[src/rtl/router_pkg.sv]
// Shared types and header-field constants for the router output-port receiver.
// Contents: FSM state enum, header bit positions, maximum payload length.
package router_pkg;

   typedef enum logic [1:0] {
      S_HDR = 2'd0,
      S_PLD = 2'd1,
      S_PAR = 2'd2
   } state_e;

   localparam int LEN_MSB     = 7;
   localparam int LEN_LSB     = 2;
   localparam int ADDR_W      = 2;
   localparam int PKT_LEN_MAX = 63;

   // Payload length field width, sized from the largest legal length.
   localparam int LEN_W = $clog2(PKT_LEN_MAX + 1);

endpackage

[src/rtl/router_rx_skid.sv]
// Payload skid buffer: DEPTH x W synchronous FIFO with occupancy output.
// Ports: clk_i/rst_i (async high), push_i/data_i write, pop_i read, data_o head (0 when empty), cnt_o.
module router_rx_skid #(
   parameter int DEPTH = 4,
   parameter int W     = 10,
   localparam int AW   = $clog2(DEPTH),
   localparam int CW   = AW + 1
) (
   input  logic          clk_i,
   input  logic          rst_i,
   input  logic          push_i,
   input  logic [W-1:0]  data_i,
   input  logic          pop_i,
   output logic [W-1:0]  data_o,
   output logic [CW-1:0] cnt_o
);

   logic [W-1:0]  mem [DEPTH];
   logic [AW-1:0] wr_q;
   logic [AW-1:0] rd_q;
   logic [CW-1:0] cnt_q;
   logic          do_pop;

   assign do_pop = pop_i && (cnt_q != '0);
   assign cnt_o  = cnt_q;
   // Head is masked while empty so every output reads 0 out of reset.
   assign data_o = (cnt_q != '0) ? mem[rd_q] : '0;

   always_ff @(posedge clk_i) begin
      if (push_i) mem[wr_q] <= data_i;
   end

   always_ff @(posedge clk_i or posedge rst_i) begin
      if (rst_i) begin
         wr_q  <= '0;
         rd_q  <= '0;
         cnt_q <= '0;
      end else begin
         if (push_i) wr_q <= wr_q + AW'(1);
         if (do_pop) rd_q <= rd_q + AW'(1);
         unique case ({push_i, do_pop})
            2'b10:   cnt_q <= cnt_q + CW'(1);
            2'b01:   cnt_q <= cnt_q - CW'(1);
            default: cnt_q <= cnt_q;
         endcase
      end
   end

   // The upstream read gate must never let a push land on a full buffer.
   a_no_overflow : assert property (@(posedge clk_i) disable iff (rst_i)
      !(push_i && !do_pop && (cnt_q == CW'(DEPTH))));

endmodule

[src/rtl/router_port_rx.sv]
// Router1x3 output-port consumer: drains the port FIFO, parses {len,addr} header,
// payload and XOR parity byte, forwards payload as a valid/ready stream with sop/eop,
// and reports per-packet status (pkt_done/parity_err/addr_err) or a stall abort (trunc_err).
// Ports: clk, reset (async high); vld_out_i/data_out_i/read_enb_o to the router;
// m_data/m_valid/m_sop/m_eop/m_ready downstream; status pulses.
// Optional: ROUTER_PORT_RX_STATS_EN adds clr_stats, pkt_cnt, err_cnt (saturating).
module router_port_rx
   import router_pkg::*;
#(
   parameter logic [ADDR_W-1:0] PORT_ID   = 2'd0,
   parameter int                BUF_DEPTH = 4,
   parameter int                STALL_TO  = 32
) (
   input  logic       clk,
   input  logic       reset,
   input  logic       vld_out_i,
   input  logic [7:0] data_out_i,
   output logic       read_enb_o,
   output logic [7:0] m_data,
   output logic       m_valid,
   output logic       m_sop,
   output logic       m_eop,
   input  logic       m_ready,
   output logic       pkt_done,
   output logic       parity_err,
   output logic       addr_err,
   output logic       trunc_err
`ifdef ROUTER_PORT_RX_STATS_EN
   ,
   input  logic        clr_stats,
   output logic [15:0] pkt_cnt,
   output logic [15:0] err_cnt
`endif
);

   localparam int CW = $clog2(BUF_DEPTH) + 1;
   localparam int SW = $clog2(STALL_TO) + 1;

   state_e            state_q;
   logic [LEN_W-1:0]  len_q;
   logic [LEN_W-1:0]  rem_q;
   logic [ADDR_W-1:0] addr_q;
   logic [7:0]        par_q;
   logic [SW-1:0]     stall_q;
   logic              rd_pend_q;
   logic              pkt_done_q;
   logic              parity_err_q;
   logic              addr_err_q;
   logic              trunc_err_q;

   logic [CW-1:0]    buf_cnt;
   logic [CW:0]      inflight;
   logic             rx;
   logic [LEN_W-1:0] hdr_len;
   logic             push;
   logic [9:0]       push_data;
   logic [9:0]       head;
   logic             stall_hit;
   logic             par_bad;
   logic             addr_bad;

   // Bytes already buffered plus the one in flight bound the read gate.
   assign inflight   = {1'b0, buf_cnt} + (CW + 1)'(rd_pend_q);
   assign read_enb_o = !reset && vld_out_i
                    && (inflight < (CW + 1)'(BUF_DEPTH));

   assign rx        = rd_pend_q;
   assign hdr_len   = data_out_i[LEN_MSB:LEN_LSB];
   assign push      = rx && (state_q == S_PLD);
   assign push_data = {rem_q == LEN_W'(1), rem_q == len_q, data_out_i};
   assign stall_hit = (state_q != S_HDR) && !rx
                   && (stall_q == SW'(STALL_TO - 1));
   assign par_bad   = par_q != data_out_i;
   assign addr_bad  = addr_q != PORT_ID;

   router_rx_skid #(
      .DEPTH (BUF_DEPTH),
      .W     (10)
   ) u_skid (
      .clk_i  (clk),
      .rst_i  (reset),
      .push_i (push),
      .data_i (push_data),
      .pop_i  (m_valid && m_ready),
      .data_o (head),
      .cnt_o  (buf_cnt)
   );

   assign {m_eop, m_sop, m_data} = head;
   assign m_valid    = buf_cnt != '0;
   assign pkt_done   = pkt_done_q;
   assign parity_err = parity_err_q;
   assign addr_err   = addr_err_q;
   assign trunc_err  = trunc_err_q;

   always_ff @(posedge clk or posedge reset) begin
      if (reset) rd_pend_q <= 1'b0;
      else       rd_pend_q <= read_enb_o;
   end

   always_ff @(posedge clk or posedge reset) begin
      if (reset) begin
         state_q      <= S_HDR;
         len_q        <= '0;
         rem_q        <= '0;
         addr_q       <= '0;
         par_q        <= '0;
         stall_q      <= '0;
         pkt_done_q   <= 1'b0;
         parity_err_q <= 1'b0;
         addr_err_q   <= 1'b0;
         trunc_err_q  <= 1'b0;
      end else begin
         pkt_done_q   <= 1'b0;
         parity_err_q <= 1'b0;
         addr_err_q   <= 1'b0;
         trunc_err_q  <= 1'b0;
         unique case (state_q)
            S_HDR: begin
               stall_q <= '0;
               if (rx) begin
                  len_q   <= hdr_len;
                  rem_q   <= hdr_len;
                  addr_q  <= data_out_i[ADDR_W-1:0];
                  par_q   <= data_out_i;
                  state_q <= (hdr_len == '0) ? S_PAR : S_PLD;
               end
            end
            S_PLD: begin
               if (rx) begin
                  stall_q <= '0;
                  par_q   <= par_q ^ data_out_i;
                  rem_q   <= rem_q - LEN_W'(1);
                  if (rem_q == LEN_W'(1)) state_q <= S_PAR;
               end else if (stall_hit) begin
                  stall_q     <= '0;
                  trunc_err_q <= 1'b1;
                  state_q     <= S_HDR;
               end else begin
                  stall_q <= stall_q + SW'(1);
               end
            end
            S_PAR: begin
               if (rx) begin
                  stall_q      <= '0;
                  pkt_done_q   <= 1'b1;
                  parity_err_q <= par_bad;
                  addr_err_q   <= addr_bad;
                  state_q      <= S_HDR;
               end else if (stall_hit) begin
                  stall_q     <= '0;
                  trunc_err_q <= 1'b1;
                  state_q     <= S_HDR;
               end else begin
                  stall_q <= stall_q + SW'(1);
               end
            end
            default: state_q <= S_HDR;
         endcase
      end
   end

`ifdef ROUTER_PORT_RX_STATS_EN
   logic [15:0] pkt_cnt_q;
   logic [15:0] err_cnt_q;
   logic        ev_done;
   logic        ev_err;

   assign ev_done = rx && (state_q == S_PAR);
   assign ev_err  = (ev_done && (par_bad || addr_bad)) || stall_hit;
   assign pkt_cnt = pkt_cnt_q;
   assign err_cnt = err_cnt_q;

   always_ff @(posedge clk or posedge reset) begin
      if (reset) begin
         pkt_cnt_q <= '0;
         err_cnt_q <= '0;
      end else if (clr_stats) begin
         pkt_cnt_q <= '0;
         err_cnt_q <= '0;
      end else begin
         if (ev_done && (pkt_cnt_q != '1)) pkt_cnt_q <= pkt_cnt_q + 16'd1;
         if (ev_err && (err_cnt_q != '1))  err_cnt_q <= err_cnt_q + 16'd1;
      end
   end
`endif

endmodule

[config.mk]
export PLATFORM = sky130hd
export DESIGN_NAME = router_port_rx
export DESIGN_NICKNAME = d
export VERILOG_FILES = /design/src/rtl/router_pkg.sv /design/src/rtl/router_rx_skid.sv /design/src/rtl/router_port_rx.sv
export SDC_FILE = /design/constraint.sdc
export NUM_CORES = 1
export LEC_CHECK = 0
export BUFFER_PORTS_ARGS = -buffer_cell sky130_fd_sc_hd__buf_2
export CAP_MARGIN = 20
export CORE_UTILIZATION = 23
export DETAILED_ROUTE_END_ITERATION = 8
export GPL_ROUTABILITY_DRIVEN = 0
export PLACE_DENSITY = 0.4
export SKIP_LAST_GASP = 1
export SLEW_MARGIN = 30
export SYNTH_ARGS = -nofsm -noshare
export SYNTH_HDL_FRONTEND = slang
export SYNTH_SLANG_ARGS = --single-unit
[constraint.sdc]
create_clock -name clk -period 5.1 [get_ports clk]
set_input_delay 0.765 -clock clk [delete_from_list [all_inputs] [get_ports clk]]
set_output_delay 0.765 -clock clk [all_outputs]
set_load 0.02 [all_outputs]
* After elaboration in Yosys (flattened, before gate mapping)
Memory sizes are Yosys's and may differ from the RTL's. Index checks and enable logic that the tools add are counted.
Storage, ports and cells: register bits 42, bits in writable memories 40, input port bits 12, output and inout port bits 16, logic and storage cells 85, memories 1
Operators by class: add/subtract/negate cells 7, $lt $le $gt $ge 1, eq/ne operators 11, multiplexer cells 29, bitwise gates (word level) 1, reductions and logical operators 21
Memories:
- u_skid.mem | depth 4, bits a word 10, rd ports 1, clocked after memory_dff 0, write ports 1, line router_rx_skid.sv:18 | logic [W-1:0] mem [DEPTH];
Operators by type and width (count):
- $mux W6 | 4
- $pmux W6 S2 | 2
- $mux W8 | 2
- $pmux W8 S2 | 1
- $mux W2 | 6
- $mux W1 | 11
- $mux W10 | 1
- $reduce_bool A2 Y1 | 5
- $ne A8 B8 Y1 | 1
- $xor A8 B8 Y8 | 1
- $logic_and A1 B1 Y1 | 7
- $add A6 B1 Y6 const B | 1
- $eq A6 B1 Y1 const B | 1
- $eq A6 B5 Y1 const B | 1
- $eq A6 B6 Y1 | 1
- $logic_not A6 Y1 | 1
- $pmux W2 S3 | 1
- $pmux W3 S2 | 1
- $sub A6 B1 Y6 const B | 1
- $add A2 B1 Y2 const B | 2
- $add A3 B1 Y4 | 1
- $eq A2 B1 Y1 const B | 2
- $eq A2 B2 Y1 const B | 2
- $lt A4 B3 Y1 const B | 1
- other kinds (10) | 13

* Logic depth before layout (Yosys ltp)
Gate-level depths: netlist (run 1).
depth in word-level cells 6, mapped depth 9

* Cells and area by module
From an unflattened synthesis (run 1), not the netlist that was laid out.
Second synthesis, totals: cells, all modules 315, area total of the unflattened synthesis 3976.3 um^2
By module, submodules not included:
- router_port_rx | times used 1, cells an instance 214, area each 2064.5 um^2, sequential area each 875.8 um^2
- router_rx_skid | times used 1, cells an instance 101, area each 1911.8 um^2, sequential area each 1376.3 um^2

* Worst setup path before layout (run 1)
OpenSTA, ideal clock, no wires.
kind in2out, start in reset, end out read_enb_o, arrival time 1291 ps, required time 4335 ps, setup slack 3044 ps, cell stages on the path 3, cells stage by stage nor2_1 > nand2_1 > a31oi_1
On the way: longest elaborated chain between the ends 3
RTL lines:
- start, declared | line router_port_rx.sv:15 | input logic reset,
- $logic_not A1 Y1 (no source line)
- $logic_and A1 B1 Y1 | line router_port_rx.sv:64 | assign read_enb_o = !reset && vld_out_i
- $logic_and A1 B1 Y1 | line router_port_rx.sv:65 | && (inflight < (CW + 1)'(BUF_DEPTH));
- end, declared | line router_port_rx.sv:18 | output logic read_enb_o,
No other way between the ends.

* Worst setup path after layout (run 1)
start reg u_skid.rd_q[0], end out m_data[4]
On the way: longest elaborated chain between the ends 2
RTL lines:
- start, declared | line router_rx_skid.sv:20 | logic [AW-1:0] rd_q;
- start signal, assigned | line router_rx_skid.sv:40 | if (do_pop) rd_q <= rd_q + AW'(1);
- $mem_v2 Z4 W10
- $mux W10 | line router_rx_skid.sv:27 | assign data_o = (cnt_q != '0) ? mem[rd_q] : '0;
- end, declared | line router_port_rx.sv:19 | output logic [7:0] m_data,
No other way between the ends.

==> results.md, run 1 <==
| Result | This run | Unit |
| --- | --- | --- |
| Run status | finished, final reports clean | - |
| Cell depth of the worst min-delay path | 2 | - |
| Height of the die | 132 | µm |
| Async set-or-reset flop fraction in the synthesized netlist | 51.2 | % |
| Largest fanout on the critical path | 12 | - |
| Clock input transition at the sequential cells of the worst setup and hold paths | 0.06 | ns |
| CTS Buf Count | 9 | - |
| Highest ir drop seen on vdd | 0.200 | mV |
| Fraction of final layout cells sized beyond drive strength 1 | 19.5 | % |
| Maximum clock skew at final layout | 0.00545 | ns |
| Fmax | 347 | MHz |
| Worst rel slew slack | 45.3 | % |
| Minimum hold slack | 0.487 | ns |
| Total Routing Usage GR | 10.6 | % |
| Max-cap viol count | 0 | - |
| Number of antenna repair diodes | 0 | - |
| Area of combinational cells with multiple inputs | 1500 | µm² |
| Minimum setup slack among reg-to-reg paths | 2.34 | ns |
| Number of global-route vias before repair | 2,493 | - |
| Number of placed instances with taps included | 547 | - |
| Detailed-route DRC error count | 0 | - |
| Clock Tree Root | sky130_fd_sc_hd__clkbuf_16 | - |
| CTS tree | done | - |
| Antenna Violating Nets Remaining | 0 | - |
| Least setup slack across all paths after layout | 2.21 | ns |
| First-pass GRT wire length | 13.9 | mm |
| Crit Path Category | flip-flop to primary output | - |
| Number of enable-type register cells in the synthesized netlist | 40 | - |
| DR vias/cell | 4.37 | - |
| Yosys cell types | 49 | - |
| Placeable core region | 16,500 | µm² |
| Final Instance Count excl. Fillers | 563 | - |
| Number of hold-slack violations in the final timing report | 0 | - |
| Net count after synthesis | 335 | - |
| Layout Nets | 363 | - |
| Setup repair after global routing missed its margin | no | - |
| Minimum setup slack after placement | 2.35 | ns |
| Boundary Pins | 28 | - |
| Post-DR wirelength/cell | 15.3 | µm |
| Critical Path Start Type | flip-flop | - |
| Clock latency of the later-clocked register in the worst-skew pair | 0.34 | ns |
| Data arrival time of the critical path | 2.12 | ns |
| H-tree depth | 3 | - |
| Sum of negative setup slack | 0 | ns |
| Maximum clock insertion buffer count | 2 | - |
| Final Routed Wirelength | 8.64 | mm |
| Gate count of the mapped netlist | 310 | - |
| Pwr Density | 525 | nW/µm² |
| Setup Viol. Count Final | 0 | - |
| Final critical-path share of the clock period | 56.6 | % |
| Startpoint of the lowest-slack hold path | addr_q[0] | - |
| # port buffers | 27 | - |
| Effective utilization at floorplan | 23.5 | % |
| Post-CTS Setup Bufs | 0 | - |
| DRC marker count from the first detailed-route iteration | 167 | - |
| Element type at the critical path end | primary output | - |
| Total number of yosys warnings | 0 | - |
| Clock sink count | 82 | - |
| Path class of the lowest-slack min-delay path | flip-flop to flip-flop | - |
| Antenna violations before repair | 0 | - |
| Leakage component of the power | 1.78 | nW |
| Fill count | 1,723 | - |
| Post-Synthesis Mean Instance Area | 12.5 | µm² |
| Mapped Area | 3880 | µm² |
| End of the worst register-to-register path | u_skid.cnt_o[2] | - |
| Final core area utilization | 27.3 | % |
| Number of detailed-route iterations in the first pass | 4 | - |
| Main flop type after synthesis | sky130_fd_sc_hd__dfrtp_1 | - |
| Overall die area | 17,400 | µm² |
| Hold worst-path end | addr_err | - |
| Number of pins exceeding their max-slew limit in the final report | 0 | - |
| Cells resized by post-CTS repair | 0 | - |
| HPWL Detailed | 5.74 | mm |
| DIE WIDTH | 132 | µm |
| Worst Tran Pin Value | 0.820 | ns |
| Minimum clock period after layout | 2.89 | ns |
| Vias | 2,460 | - |
| Area taken by flip-flops and latches | 2250 | µm² |
| Part of the Yosys area used for sequential elements | 58.1 | % |
| Cell depth of the worst flop-to-flop path | 9 | - |
| Endpoint required time on the critical path | 4.34 | ns |
| Hold bufs inserted after CTS | 0 | - |
| Layout-stage area growth over the synthesis result | 16.3 | % |
| Remaining global-route overflow | 0 | - |
| Crit Reg-Reg Startpoint | state_q[1] | - |
| Pin count of the biggest net entering global routing | 43 | - |
| Synthesis-stage register bit count | 82 | - |
| Total number of placement rows | 47 | - |
==> layout make-up <==
cell class / instances / area share [%]
timing repair buffer: 28 / 3.16
sequential: 82 / 50.0
multi-input combinational: 201 / 33.3
clock inverter: 4 / 0.638
tap: 220 / 6.11
clock buffer: 12 / 5.47
inverter: 16 / 1.33
==> where the power goes <==
group	internal [mW]	switching (mW)	leakage (nW)	total [mW]
registers	0.819	0.178	0.886	0.997
logic	0.359	0.406	0.761	0.765
clock network	0.343	0.263	0.129	0.606
total	1.52	0.847	1.78	2.37
==> layer usage <==
layer	track usage [%]	vias up	share of wire, %
met3	3.88	8	4.1
met2	16.3	38	46
met1	13.8	1242	49
li1	-	1172	-
met4	3.49	0	1.1
met5	0	-	0
==> sequential cells by signal (all words and copies together) (netlist names) <==
signal and count:
u_skid.mem 40, addr_q 2, addr_err 1, u_skid.wr_q 2, par_q 8, u_skid.cnt_o 3
len_q 6, pkt_done 1, u_skid.rd_q 2, state_q 2, trunc_err 1, rd_pend_q 1
stall_q 6, parity_err 1, rem_q 6
==> through the flow <==
step	power, mW	area [µm²]
6_report	2.37	4510
5_1_grt	2.53	4510
4_1_cts	2.41	4510
3_5_place_dp	1.79	4230
3_3_place_gp	1.77	4230
2_1_floorplan	1.58	3880
==> synthesized netlist by cell type, types with 3 or more instances <==
cell type | number | area [µm²]
sky130_fd_sc_hd__and3_1 | 5 | 31.3
sky130_fd_sc_hd__and2_1 | 11 | 68.8
sky130_fd_sc_hd__inv_1 | 16 | 60.1
sky130_fd_sc_hd__nor3_1 | 3 | 15.0
sky130_fd_sc_hd__o22ai_1 | 6 | 37.5
sky130_fd_sc_hd__mux2_2 | 9 | 101
sky130_fd_sc_hd__nand3_1 | 6 | 30.0
sky130_fd_sc_hd__ha_1 | 12 | 150
sky130_fd_sc_hd__xor2_1 | 13 | 114
sky130_fd_sc_hd__a21oi_1 | 20 | 100
sky130_fd_sc_hd__xnor2_1 | 7 | 61.3
sky130_fd_sc_hd__o21ai_0 | 14 | 70.1
sky130_fd_sc_hd__mux4_2 | 10 | 225
sky130_fd_sc_hd__buf_2 | 6 | 30.0
sky130_fd_sc_hd__nand2b_1 | 4 | 25.0
sky130_fd_sc_hd__a21o_1 | 3 | 22.5
sky130_fd_sc_hd__nor2_1 | 25 | 93.8
sky130_fd_sc_hd__nand2_1 | 23 | 86.3
sky130_fd_sc_hd__edfxtp_1 | 40 | 1200
sky130_fd_sc_hd__dfrtp_1 | 42 | 1050
==> worst max-delay path by stage <==
stage / startpoint / end / slack (ns) / cells after the start
CTS: u_skid.rd_q[0] / m_data[4] / 2.16 / 3
floorplan: reset / read_enb_o / 3.04 / 3
finish: u_skid.rd_q[0] / m_data[4] / 2.21 / 3
global route: u_skid.rd_q[0] / m_data[4] / 2.07 / 3
detailed placement: state_q[1] / u_skid.cnt_o[2] / 2.35 / 9
global placement: state_q[1] / u_skid.cnt_o[2] / 2.46 / 9
==> kinds of logic (layout without fill, tap and decap cells) <==
logic type	count (synthesis)	count (layout)	share of synthesized area, %
buffers and inverters	27	60	3.13
flip-flops	82	82	58.1
multiplexers	20	20	8.68
XOR/XNOR	20	20	4.52
AND/OR/NAND/NOR	90	90	11.9
AO/OA/AOI/OAI	58	58	9.23
adder cells (fa/ha/maj)	13	13	4.39
==> layout by cell type (no fill, tap or decap), drive strengths merged, types with 2 or more instances in the layout <==
cell type,synthesis,final
dfrtp,42,42
edfxtp,40,40
buf,9,28
nor2,26,26
nand2,24,24
a21oi,20,20
inv,16,15
o21ai,14,14
xor2,13,13
ha,12,12
clkbuf,2,12
and2,11,11
mux4,10,10
mux2,9,9
xnor2,7,7
nand3,6,6
o22ai,6,6
and3,5,5
nand2b,4,4
a21o,3,3
nor3,3,3
o31ai,3,3
nor4,3,3
clkinv,0,3
a31oi,2,2
nand4,2,2
a22o,2,2
or3,2,2
clkinvlp,0,2
==> critical path: stages (launching register included) <==
cell                      delay [ns]
sky130_fd_sc_hd__dfrtp_1        0.84
sky130_fd_sc_hd__mux4_2         0.59
sky130_fd_sc_hd__and2_1         0.18
sky130_fd_sc_hd__buf_2          0.15
Power figures use the tool's default switching activity.
==> inputs of run 2 (changes only) <==
- clock period: 5.1 -> 2.8 ns (I/O delays scaled with it)
==> results.md, run 2 (synthesis results as in run 1) <==
| Result | This run | Unit | Change |
| --- | --- | --- | --- |
| HPWL Detailed | 5.73 | mm | was 5.74 mm |
| Fraction of final layout cells sized beyond drive strength 1 | 20.9 | % | was 19.5% |
| H-tree depth | 3 | - | unchanged |
| Number of detailed-route iterations in the first pass | 4 | - | unchanged |
| Detailed-route DRC error count | 0 | - | unchanged |
| DIE WIDTH | 132 | µm | unchanged |
| Leading cell types in the layout, fill and taps excluded | sky130_fd_sc_hd__dfrtp_1 (42), sky130_fd_sc_hd__edfxtp_1 (40), sky130_fd_sc_hd__buf_2 (27) | - | unchanged |
| Maximum clock skew at final layout | 0.00527 | ns | was 0.00545 ns |
| Cell depth of the worst flop-to-flop path | 8 | - | was 9 |
| Startpoint of the lowest-slack hold path | vld_out_i | - | was addr_q[0] |
| Data arrival time of the critical path | 2.41 | ns | was 2.12 ns |
| Post-DR wirelength/cell | 14.7 | µm | was 15.3 µm |
| Fmax | 456 | MHz |  |
| Least setup slack across all paths after layout | 0.606 | ns | was 2.21 ns |
| Most frequent standard cell in the layout excluding fill and tap cells | sky130_fd_sc_hd__dfrtp_1 | - | unchanged |
| End of the worst register-to-register path | u_skid.cnt_o[2] | - | unchanged |
| Minimum setup slack after placement | 0.553 | ns | was 2.35 ns |
| Minimum setup slack among reg-to-reg paths | 0.61 | ns | was 2.34 ns |
| Setup Viol. Count Final | 0 | - | unchanged |
| Effective utilization at floorplan | 23.5 | % | unchanged |
| Placeable core region | 16,500 | µm² | unchanged |
| CTS tree | done | - | unchanged |
| Largest fanout on the critical path | 12 | - | unchanged |
| Number of flip-flops in the largest register | 40 | - | unchanged |
| Vias | 2,454 | - | was 2,460 |
| Critical Path Start Type | flip-flop | - | unchanged |
| Maximum clock insertion buffer count | 2 | - | unchanged |
| Height of the die | 132 | µm | unchanged |
| Antenna Violating Nets Remaining | 0 | - | unchanged |
| First-pass GRT wire length | 13.6 | mm | was 13.9 mm |
| Switching power of the nets | 1.54 | mW | was 0.847 mW |
| Hold worst-path end | rd_pend_q | - | was addr_err |
| Overall die area | 17,400 | µm² | unchanged |
| Number of pins exceeding their max-slew limit in the final report | 0 | - | unchanged |
| Final Routed Wirelength | 8.36 | mm | was 8.64 mm |
| Pin count of the biggest net entering global routing | 38 | - | was 43 |
| Boundary Pins | 28 | - | unchanged |
| Clock sink count | 82 | - | unchanged |
| Clock Tree Root | sky130_fd_sc_hd__clkbuf_16 | - | unchanged |
| Layout Nets | 369 | - | was 363 |
| Top flop regs | u_skid.mem (40), par_q (8) | - | unchanged |
| Clock input transition at the sequential cells of the worst setup and hold paths | 0.06 | ns | about the same |
| Pint | 2.89 | mW | was 1.52 mW |
| Setup repair after global routing missed its margin | no | - | unchanged |
| Leakage component of the power | 1.81 | nW | was 1.78 nW |
| Antenna violations before repair | 0 | - | unchanged |
| Total Routing Usage GR | 10.4 | % | was 10.6% |
| Cells resized by post-CTS repair | 0 | - | unchanged |
| Run status | finished, final reports clean | - | unchanged |
| Sum of negative setup slack | 0 | ns | unchanged |
| Crit Reg-Reg Startpoint | u_skid.cnt_o[0] | - | was state_q[1] |
| Worst Tran Pin Value | 0.612 | ns | was 0.820 ns |
| Cell depth of the worst min-delay path | 3 | - | was 2 |
| DRC marker count from the first detailed-route iteration | 74 | - | was 167 |
| Number of antenna repair diodes | 0 | - | unchanged |
| Number of hold-slack violations in the final timing report | 0 | - | unchanged |
| Register bank with the most flops | u_skid.mem | - | unchanged |
| Fraction of power spent switching nets | 34.8 | % | was 35.8% |
| DR vias/cell | 4.31 | - | was 4.37 |
| Share of total power in sequential cells | 39.3 | % | was 42.1% |
| Number of global-route vias before repair | 2,448 | - | was 2,493 |
| Max-cap viol count | 0 | - | unchanged |
| Minimum clock period after layout | 2.19 | ns |  |
| Remaining global-route overflow | 0 | - | unchanged |
| Highest ir drop seen on vdd | 0.314 | mV | was 0.200 mV |
| Total number of placement rows | 47 | - | unchanged |
| CTS Buf Count | 9 | - | unchanged |
| Layout-stage area growth over the synthesis result | 18.3 | % | was 16.3% |
| Clock power frac | 27.1 | % | was 25.6% |
| Pwr Density | 968 | nW/µm² | was 525 nW/µm² |
| # port buffers | 27 | - | unchanged |
| Final critical-path share of the clock period | 78.4 | % |  |
| Element type at the critical path end | flip-flop | - | was primary output |
| Crit Path Category | flip-flop to flip-flop | - | was flip-flop to primary output |
| Endpoint required time on the critical path | 3.02 | ns | was 4.34 ns |
| Power share of the combinational group | 33.5 | % | was 32.3% |
| Worst rel slew slack | 58.9 | % | was 45.3% |
| Clock latency of the later-clocked register in the worst-skew pair | 0.34 | ns | about the same |
| Path class of the lowest-slack min-delay path | primary input to flip-flop | - | was flip-flop to flip-flop |
==> run 2: cell type report <==
| cell class | count | area [µm²] |
|---|---|---|
| Clock buffer | 11 | 243 |
| Clock inverter | 5 | 61.3 |
| Fill cell | 1696 | 11900 |
| Inverter | 16 | 60.1 |
| Multi-Input combinational cell | 201 | 1500 |
| Sequential cell | 82 | 2250 |
| Tap cell | 220 | 275 |
| Timing Repair Buffer | 34 | 190 |
==> run 2: worst max path at each step <==
stage          slack, ns            start              end
2_1_floorplan       0.81       state_q[1]  u_skid.cnt_o[2]
3_3_place_gp        0.65  u_skid.cnt_o[0]  u_skid.cnt_o[2]
3_5_place_dp        0.55  u_skid.cnt_o[0]  u_skid.cnt_o[1]
4_1_cts             0.55  u_skid.cnt_o[0]  u_skid.cnt_o[2]
5_1_grt             0.44  u_skid.cnt_o[0]  u_skid.cnt_o[2]
6_report            0.61  u_skid.cnt_o[0]  u_skid.cnt_o[2]
==> run 2: per-layer routing <==
layer | wire [µm] | up-vias | GRT usage [%]
li1 | - | 1182 | -
met1 | 4000 | 1224 | 13.2
met2 | 3930 | 40 | 16.6
met3 | 347 | 8 | 3.54
met4 | 92 | 0 | 2.91
met5 | 0 | - | 0
==> run 2: worst max-delay path: stages (launching register included) <==
cell	delay, ns
sky130_fd_sc_hd__dfrtp_1	0.42
sky130_fd_sc_hd__or3_1	0.58
sky130_fd_sc_hd__and2_1	0.28
sky130_fd_sc_hd__ha_1	0.21
sky130_fd_sc_hd__inv_1	0.07
sky130_fd_sc_hd__fa_1	0.17
sky130_fd_sc_hd__xor2_1	0.15
sky130_fd_sc_hd__nor2_1	0.06
sky130_fd_sc_hd__xor2_1	0.14
==> run 2: power by group through the flow <==
stage | Combinational (mW) | Clock (mW) | Sequential [mW]
after CTS | 1.53 | 1.24 | 1.75
after detailed placement | 1.52 | 0 | 1.77
final | 1.49 | 1.20 | 1.74
after global routing | 1.68 | 1.28 | 1.79
after global placement | 1.50 | 0 | 1.76
after floorplan | 1.19 | 0 | 1.69
==> run 2: per-stage QoR <==
step	total power, mW	hold WS [ns]	util [%]	cell area [µm²]	instances
CTS	4.52	0.312	27.7	4580	569
global route	4.75	0.326	27.7	4580	569
global placement	3.27	0.325	25.8	4270	552
finish	4.44	0.319	27.7	4580	569
floorplan	2.88	0.455	-	3880	310
detailed placement	3.29	0.321	25.8	4270	552
==> run 2: what timing repair did <==
item	CTS	global route
hold buffers	1	0
endpoints found under the hold margin	5	0
buffers inserted	0	0
